[src/rtl/codec_i2c_arbiter.sv]
// Round-robin arbiter sharing one codec I2C write master between N_REQ sources.
// Prepends DEV_ADDR to the granted word and runs the go/ack/ready handshake with a timeout.
module codec_i2c_arbiter #(
  parameter int unsigned N_REQ       = 2,
  parameter logic [7:0]  DEV_ADDR    = 8'h34,
  parameter int unsigned TIMEOUT_CYC = 65535
) (
  input  logic                 clk,
  input  logic                 rst_n,
  input  logic [N_REQ-1:0]     req,
  input  logic [16*N_REQ-1:0]  req_data,
  output logic [N_REQ-1:0]     grant,
  output logic [N_REQ-1:0]     done,
  output logic                 err,
  output logic                 busy,
  output logic [23:0]          i2c_data,
  output logic                 i2c_go,
  input  logic                 i2c_ack,
  input  logic                 i2c_ready,
  input  logic                 i2c_nack
);

  localparam int unsigned PW = $clog2(N_REQ);
  localparam int unsigned CW = $clog2(TIMEOUT_CYC + 1);
  localparam logic [PW:0]   N_REQ_W  = (PW+1)'(N_REQ);
  localparam logic [CW-1:0] CNT_LAST = CW'(TIMEOUT_CYC - 1);

  // WAIT_GAP is the cycle after ack where i2c_ready is still stale from the master.
  typedef enum logic [1:0] {IDLE, WAIT_ACK, WAIT_GAP, WAIT_DONE} state_t;

  state_t            state, state_d;
  logic [PW-1:0]     rr_ptr, rr_d;
  logic [CW-1:0]     cnt, cnt_d;
  logic [N_REQ-1:0]  grant_d, done_d;
  logic              err_d, busy_d, go_d;
  logic [23:0]       data_d;
  logic              pick_valid;
  logic [PW-1:0]     pick_idx;
  logic              timeout;
  logic              finish, fin_err;
  logic [15:0]       words [N_REQ];

  for (genvar gi = 0; gi < int'(N_REQ); gi++) begin : g_word
    assign words[gi] = req_data[16*gi +: 16];
  end

  assign timeout = (cnt == CNT_LAST);

  // Search from rr_ptr+1 upward (mod N_REQ); descending loop leaves the nearest hit.
  always_comb begin : rr_pick
    logic [PW:0] cand;
    pick_valid = 1'b0;
    pick_idx   = '0;
    cand       = '0;
    for (int i = int'(N_REQ); i >= 1; i--) begin
      cand = {1'b0, rr_ptr} + (PW+1)'(i);
      if (cand >= N_REQ_W) cand = cand - N_REQ_W;
      if (req[cand[PW-1:0]]) begin
        pick_valid = 1'b1;
        pick_idx   = cand[PW-1:0];
      end
    end
  end

  always_ff @(posedge clk) begin : state_reg
    if (!rst_n) state <= IDLE;
    else        state <= state_d;
  end

  // Next state and next registered outputs; timeout outranks ack/ready.
  always_comb begin : fsm_next
    state_d = state;
    grant_d = grant;
    done_d  = '0;
    err_d   = 1'b0;
    busy_d  = busy;
    go_d    = i2c_go;
    data_d  = i2c_data;
    rr_d    = rr_ptr;
    cnt_d   = cnt;
    finish  = 1'b0;
    fin_err = 1'b0;
    if (state != IDLE) cnt_d = cnt + CW'(1);
    case (state)
      IDLE: begin
        // Issue is held off during the done cycle so the old owner's req can drop.
        if (pick_valid && i2c_ready && (done == '0)) begin
          grant_d           = '0;
          grant_d[pick_idx] = 1'b1;
          busy_d            = 1'b1;
          go_d              = 1'b1;
          data_d            = {DEV_ADDR, words[pick_idx]};
          rr_d              = pick_idx;
          cnt_d             = '0;
          state_d           = WAIT_ACK;
        end
      end
      WAIT_ACK: begin
        if (timeout) begin
          finish  = 1'b1;
          fin_err = 1'b1;
        end else if (i2c_ack) begin
          go_d    = 1'b0;
          state_d = WAIT_GAP;
        end
      end
      WAIT_GAP: begin
        if (timeout) begin
          finish  = 1'b1;
          fin_err = 1'b1;
        end else begin
          state_d = WAIT_DONE;
        end
      end
      WAIT_DONE: begin
        if (timeout) begin
          finish  = 1'b1;
          fin_err = 1'b1;
        end else if (i2c_ready) begin
          finish  = 1'b1;
          fin_err = i2c_nack;
        end
      end
      default: state_d = IDLE;
    endcase
    if (finish) begin
      state_d = IDLE;
      done_d  = grant;
      err_d   = fin_err;
      grant_d = '0;
      busy_d  = 1'b0;
      go_d    = 1'b0;
      cnt_d   = '0;
    end
  end

  always_ff @(posedge clk) begin : out_reg
    if (!rst_n) begin
      grant    <= '0;
      done     <= '0;
      err      <= 1'b0;
      busy     <= 1'b0;
      i2c_go   <= 1'b0;
      i2c_data <= '0;
      rr_ptr   <= PW'(N_REQ - 1);
      cnt      <= '0;
    end else begin
      grant    <= grant_d;
      done     <= done_d;
      err      <= err_d;
      busy     <= busy_d;
      i2c_go   <= go_d;
      i2c_data <= data_d;
      rr_ptr   <= rr_d;
      cnt      <= cnt_d;
    end
  end

endmodule

[config.mk]
export PLATFORM = sky130hd
export DESIGN_NAME = codec_i2c_arbiter
export DESIGN_NICKNAME = d
export VERILOG_FILES = /design/src/rtl/codec_i2c_arbiter.sv
export SDC_FILE = /design/constraint.sdc
export NUM_CORES = 1
export LEC_CHECK = 0
export BUFFER_PORTS_ARGS = -buffer_cell sky130_fd_sc_hd__buf_2
export CAP_MARGIN = 20
export CORE_UTILIZATION = 45
export CTS_BUF_LIST = sky130_fd_sc_hd__clkbuf_4
export DETAILED_ROUTE_END_ITERATION = 6
export GPL_TIMING_DRIVEN = 1
export HOLD_SLACK_MARGIN = 0.02
export PLACE_DENSITY = 0.76
export SETUP_SLACK_MARGIN = 0.1
export SYNTH_ARGS = -nofsm -noshare
export SYNTH_HDL_FRONTEND = slang
export SYNTH_SLANG_ARGS = --single-unit
[constraint.sdc]
create_clock -name clk -period 4.45 [get_ports clk]
set_input_delay 0.445 -clock clk [delete_from_list [all_inputs] [get_ports clk]]
set_output_delay 0.445 -clock clk [all_outputs]
set_load 0.05 [all_outputs]
# ---- Word-level counts from Yosys, hierarchy flattened
# Index checks and enable logic that the tools add are counted.
dict set report word_totals {
  ff_bits 43
  inputBits 39
  word_cells 79
}
dict set report op_classes {
  add_sub_neg 5
  magnitude_cmp 7
  n_eq_ne 8
  n_mux 34
  bitwise 2
  n_reduce_logical 14
}
# op n
set ops {}
lappend ops {{2-to-1 mux 16 bit} 6}
lappend ops {{2-to-1 mux 1 bit} 19}
lappend ops {{adder 16 x 1 -> 16 bit, second input constant} 1}
lappend ops {{equality test 16 bit, second input constant} 1}
lappend ops {{2-to-1 mux 2 bit} 4}
lappend ops {{!= test 2 bit, second input constant} 4}
lappend ops {{>= comparator 2 bit, second input constant} 3}
lappend ops {{< comparator 1 x 2 -> 1 bit, second input constant} 3}
lappend ops {{one-hot mux 1 bit (2 select lines)} 3}
lappend ops {{one-hot mux 2 bit (3 select lines)} 1}
lappend ops {{AND reduction 5 bit} 1}
lappend ops {{equality test 2 bit, second input constant} 2}
lappend ops {{logical NOT 2 bit} 2}
lappend ops {{AND reduction 2 bit} 2}
lappend ops {{AND reduction 4 bit} 1}
lappend ops {{nonzero test 2 bit} 2}
lappend ops {{OR reduction 2 bit} 2}
lappend ops {{logical AND 1 bit} 3}
lappend ops {{nonzero test 3 bit} 1}
lappend ops {{adder 1 x 1 -> 2 bit, second input constant} 1}
lappend ops {{adder 1 x 2 -> 2 bit, second input constant} 1}
lappend ops {{equality test 2 x 1 -> 1 bit, second input constant} 1}
lappend ops {{inverter 1 -> 2 bit} 1}
lappend ops {{subtractor 1 bit, second input constant} 2}
lappend ops {{other kinds (3)} 3}

# ---- Depth between registers and ports, before layout
dict set report depth {
  word_depth 11
  ltp_mapped 8
  mapped_depth_nobuf 6
}

# ---- Worst setup path after synthesis
# No wires, ideal clock.
dict set report synth_path {
  path_type {register to register}
  from {register state[0]}
  to {register cnt[11]}
  t_arrival_ns 2.011
  required_time_ns 4.364
  path_slack_ns 2.353
  path_stages_with_launch 8
  path_buffers 1
  period_less_slack_ns 2.097
  cell_sequence {dfxtp_1 > inv_1 > ha_1 > clkbuf_1 > nand3b_1 > or4_4 > or3_1 > a211oi_1}
}
dict set report synth_between {
  elab_chain_cells 4
  word_cells_on_any_way 11
  cone_classes {eq/ne (3); mux (4); reduce/logical (4)}
}
# item line_no
set synth_rtl {}
lappend synth_rtl {{start, declared} 31} ;# state_t state, state_d;
lappend synth_rtl {{start signal, assigned} 67} ;# else state <= state_d;
lappend synth_rtl {{equality test 2 bit, or another cell as far along} 84} ;# case (state)
lappend synth_rtl {{OR reduction 2 bit (no line) or 2-to-1 mux 16 bit (tied branches)} n/a}
lappend synth_rtl {{one-hot mux 1 bit (2 select lines) or 2-to-1 mux 16 bit (tied branches)} {84, 87}}
lappend synth_rtl {{OR reduction 2 bit (no line) or 2-to-1 mux 16 bit (tied branches)} n/a}
lappend synth_rtl {{end signal, assigned} 155} ;# cnt <= cnt_d;
lappend synth_rtl {{end, declared} 33} ;# logic [CW-1:0] cnt, cnt_d;
# Parallel ways exist; a longest one is shown, timed or not.
# A chain may end at the register's enable or synchronous reset.

# ---- Final worst setup path
dict set report layout_path {
  from {register state[0]}
  to {register i2c_data[1]}
}
dict set report layout_between {
  elab_chain_cells 2
}
# item line_no
set layout_rtl {}
lappend layout_rtl {{logical NOT 2 bit} 84}
lappend layout_rtl {{AND reduction 2 bit (no line)} n/a}
lappend layout_rtl {{end signal, assigned} 153} ;# i2c_data <= data_d;
lappend layout_rtl {{end, declared} 16} ;# output logic [23:0] i2c_data,
# No other way between the ends.

==> results.json <==
{
  "route.final.wire_length_mm": 4.43,
  "detail_route.wl_per_cell_um": 12.7,
  "worstPathArrival_ns": 2.56,
  "reg.largest.list": "i2c_data (17), cnt (16)",
  "power_per_cell_area_nw_per_um2": 515,
  "top_register": "i2c_data",
  "design.die.area_um2": 5020,
  "clock_sink_count": 43,
  "die_h_um": 70.9,
  "timing_hold_violations_final": 0,
  "dp_cells": 339,
  "cts.htree.levels": 2,
  "clock_insertion_delay_worst_skew_ns": 0.37,
  "timing.hold.worst_path_depth": 2,
  "max_slew.worst_pin.slew_ns": 0.943,
  "detail-route-antenna-nets": 0,
  "report.final.slew_viol_count": 0,
  "numCtsBuffers": 5,
  "largest_reg_flops": 17,
  "postCtsSetupBuffers": 0,
  "dieWidth_um": 70.9,
  "worstHoldEndpoint": "rr_ptr$_SDFFE_PN1P_",
  "yosysSeqAreaShare_pct": 40.3,
  "vdd.ir_drop.worst_uv": 287,
  "grt_max_degree": 28,
  "reg2reg_depth": 6,
  "cts_tree": "built",
  "reg2reg_slack_ns": 2.17,
  "cts_root_buf": "sky130_fd_sc_hd__clkbuf_4",
  "setup.worst_path.end_class": "flip-flop",
  "area_growth_pct": 18.9,
  "final.period_utilization_pct": 51.2,
  "worst_hold_path_type": "input pin to flip-flop",
  "drtIter0Drc": 113,
  "via_count": 1842,
  "synth.ff_latch_count": 43,
  "placement_rows": 24,
  "setup_repair_after_global_routing_missed_its_margin": "no",
  "syn-mean-instance-area_um2": 9.08,
  "synth_warnings": 0,
  "post_synth_num_cell_types": 43,
  "crit_type": "flip-flop to flip-flop",
  "fin_nets": 342,
  "synth.cell_area_um2": 2130,
  "antenna_found_initial": 0,
  "buffer_ports.inserted": 64,
  "syn_inst": 235,
  "crit_path_max_fanout": 27,
  "critPathRequiredTime_ns": 4.73,
  "first_pass_iters": 6,
  "initial_core_utilization_pct": 48.0,
  "n_antenna_cell": 0,
  "core-area_um2": 4440,
  "grt_pass1_wl_mm": 7.24,
  "dr_drc_count": 0,
  "post-route-cell-area_um2": 2540,
  "timing.final.setup_violations": 0,
  "cts_hold_buffers": 0,
  "maxClockFrequency_mhz": 439,
  "fill_cells": 399,
  "global_route.usage.total_pct": 18.3,
  "post-layout-total-power_mw": 1.31,
  "min_period_ns": 2.28,
  "cts-root-to-sink-buffers": 2,
  "cts.clk_slew.worst_paths_ns": 0.14,
  "grt_pass1_vias": 1624,
  "place_area_um2": 2440,
  "post_cts.resized_instances": 0,
  "status": "completed",
  "p_leak_nw": 1.08,
  "startpoint_class_of_the_critical_path": "flip-flop",
  "fin_cells": 348,
  "setup_total_negative_slack_ns": 0,
  "avgViaCountPerCell": 5.29,
  "max_cap_violations": 0,
  "place_hpwl_mm": 3.32,
  "timing.rr.start": "state[0]$_SDFFE_PP0P_",
  "global_route_overflow": 0,
  "finalWeightedCongestion": 0.769,
  "slew_headroom_pct": 37.1,
  "drive_above_1_share_pct": 27.4,
  "floorplan.io_pins": 70,
  "worst_clock_skew_ns": 0.0149,
  "r2r-end": "i2c_data[1]$_SDFFE_PN0P_",
  "hold_ws_ns": 0.296,
  "min_from": "rst_n"
}
[routing by layer]
layer,wire (um),vias to the layer above,track usage [%]
met5,0,-,0
met4,65,0,8.67
met3,168,7,4.42
met2,2200,43,29.4
met1,1990,825,23.2
li1,-,967,-
[power breakdown]
| part | total [mW] | switching [mW] | internal, mW |
|---|---|---|---|
| Clock | 0.251 | 0.133 | 0.118 |
| Sequential | 0.493 | 0.0416 | 0.451 |
| Combinational | 0.563 | 0.400 | 0.163 |
[Yosys cell counts]
cell type                  number  share of area [%]
sky130_fd_sc_hd__a211oi_1      20                7.0
sky130_fd_sc_hd__a31oi_1        1               0.29
sky130_fd_sc_hd__buf_4          7                2.5
sky130_fd_sc_hd__o21ba_2        1               0.47
sky130_fd_sc_hd__and2_1         1               0.29
sky130_fd_sc_hd__nand4b_1       1               0.41
sky130_fd_sc_hd__clkinv_1       1               0.18
sky130_fd_sc_hd__ha_1           8                4.7
sky130_fd_sc_hd__o31ai_1        1               0.35
sky130_fd_sc_hd__o211ai_1       8                2.8
sky130_fd_sc_hd__or4_4          1               0.53
sky130_fd_sc_hd__o21ai_0        3               0.70
sky130_fd_sc_hd__nand2b_1       1               0.29
sky130_fd_sc_hd__nand4_1        4                1.2
sky130_fd_sc_hd__nor3_1         9                2.1
sky130_fd_sc_hd__and4_1         3                1.2
sky130_fd_sc_hd__dfxtp_1       43                 40
sky130_fd_sc_hd__nand3_1        5                1.2
sky130_fd_sc_hd__or4_1          2               0.70
sky130_fd_sc_hd__buf_6          2                1.1
sky130_fd_sc_hd__mux2i_1       18                8.4
sky130_fd_sc_hd__nor4_1         2               0.59
sky130_fd_sc_hd__a21oi_1       11                2.6
sky130_fd_sc_hd__or3_1          5                1.5
sky130_fd_sc_hd__xor2_1         1               0.41
sky130_fd_sc_hd__o21ai_1        1               0.23
sky130_fd_sc_hd__conb_1         1               0.18
sky130_fd_sc_hd__buf_2          2               0.47
sky130_fd_sc_hd__nand3b_1       1               0.35
sky130_fd_sc_hd__a311o_1        1               0.47
sky130_fd_sc_hd__and3_1         2               0.59
sky130_fd_sc_hd__nor2_1        27                4.7
sky130_fd_sc_hd__clkbuf_1       7                1.2
sky130_fd_sc_hd__nand4_4        1                1.0
sky130_fd_sc_hd__o41ai_1        2               0.82
sky130_fd_sc_hd__inv_1         10                1.8
sky130_fd_sc_hd__nor2b_1        1               0.29
sky130_fd_sc_hd__xnor2_1        5                2.1
sky130_fd_sc_hd__o21ai_4        1               0.76
sky130_fd_sc_hd__o311ai_0       1               0.41
sky130_fd_sc_hd__nand4_2        1               0.59
sky130_fd_sc_hd__nand2_1       11                1.9
sky130_fd_sc_hd__a21boi_0       1               0.35
[cells in the final DEF (no fill, tap or decap), types with 8 or more instances in the layout]
| master | netlist | final |
|---|---|---|
| sky130_fd_sc_hd__mux2i_1 | 18 | 18 |
| sky130_fd_sc_hd__nor2_1 | 27 | 27 |
| sky130_fd_sc_hd__o211ai_1 | 8 | 8 |
| sky130_fd_sc_hd__inv_1 | 10 | 10 |
| sky130_fd_sc_hd__a21oi_1 | 11 | 11 |
| sky130_fd_sc_hd__a211oi_1 | 20 | 20 |
| sky130_fd_sc_hd__buf_2 | 2 | 64 |
| sky130_fd_sc_hd__nand2_1 | 11 | 11 |
| sky130_fd_sc_hd__ha_1 | 8 | 8 |
| sky130_fd_sc_hd__dfxtp_1 | 43 | 43 |
| sky130_fd_sc_hd__nor3_1 | 9 | 9 |
[cell type report]
type	count	area [um2]	area share, %
clock buffer	5	37.5	1.48
clock inverter	3	43.8	1.72
inverter	11	41.3	1.63
multi-input combinational	167	1140	44.9
sequential	43	861	33.9
tap	52	65.1	2.56
timing repair buffer	67	350	13.8
[how the worst max path moves through the flow]
stage	end	from	depth (start not counted)	slack (ns)
2_1_floorplan	cnt[11]$_SDFF_PP0_	state[0]$_SDFFE_PP0P_	7	2.35
3_3_place_gp	cnt[0]$_SDFF_PP0_	rst_n	5	2.23
3_5_place_dp	i2c_data[1]$_SDFFE_PN0P_	i2c_ready	6	2.12
4_1_cts	i2c_data[1]$_SDFFE_PN0P_	state[0]$_SDFFE_PP0P_	6	2.15
5_1_grt	i2c_data[2]$_SDFFE_PN0P_	state[0]$_SDFFE_PP0P_	6	1.93
6_report	i2c_data[1]$_SDFFE_PN0P_	state[0]$_SDFFE_PP0P_	6	2.17
[worst max-delay path: stages, from the launching register on]
cell,delay (ns)
sky130_fd_sc_hd__dfxtp_1,0.38
sky130_fd_sc_hd__inv_1,0.10
sky130_fd_sc_hd__ha_1,0.30
sky130_fd_sc_hd__and3_1,0.83
sky130_fd_sc_hd__buf_4,0.30
sky130_fd_sc_hd__nor2_1,0.05
sky130_fd_sc_hd__a211oi_1,0.22
[cell families after synthesis]
logic type                 synth area share, %
buffers and inverters                     7.15
DFF                                       40.3
and+or+nand+nor                           19.5
AOI/OAI and AO/OA                         17.3
xor gates and xnor gates                  2.46
muxes                                     8.44
other                                    0.176
adders and majority gates                 4.69
[per-stage QoR]
stage          worst slack (ns)  util [%]
3_3_place_gp               2.23      55.0
6_report                   2.17      57.1
5_1_grt                    1.93      57.1
2_1_floorplan              2.35         -
3_5_place_dp               2.12      55.0
4_1_cts                    2.15      56.8
Note: power is estimated with default switching activity, not from simulation.
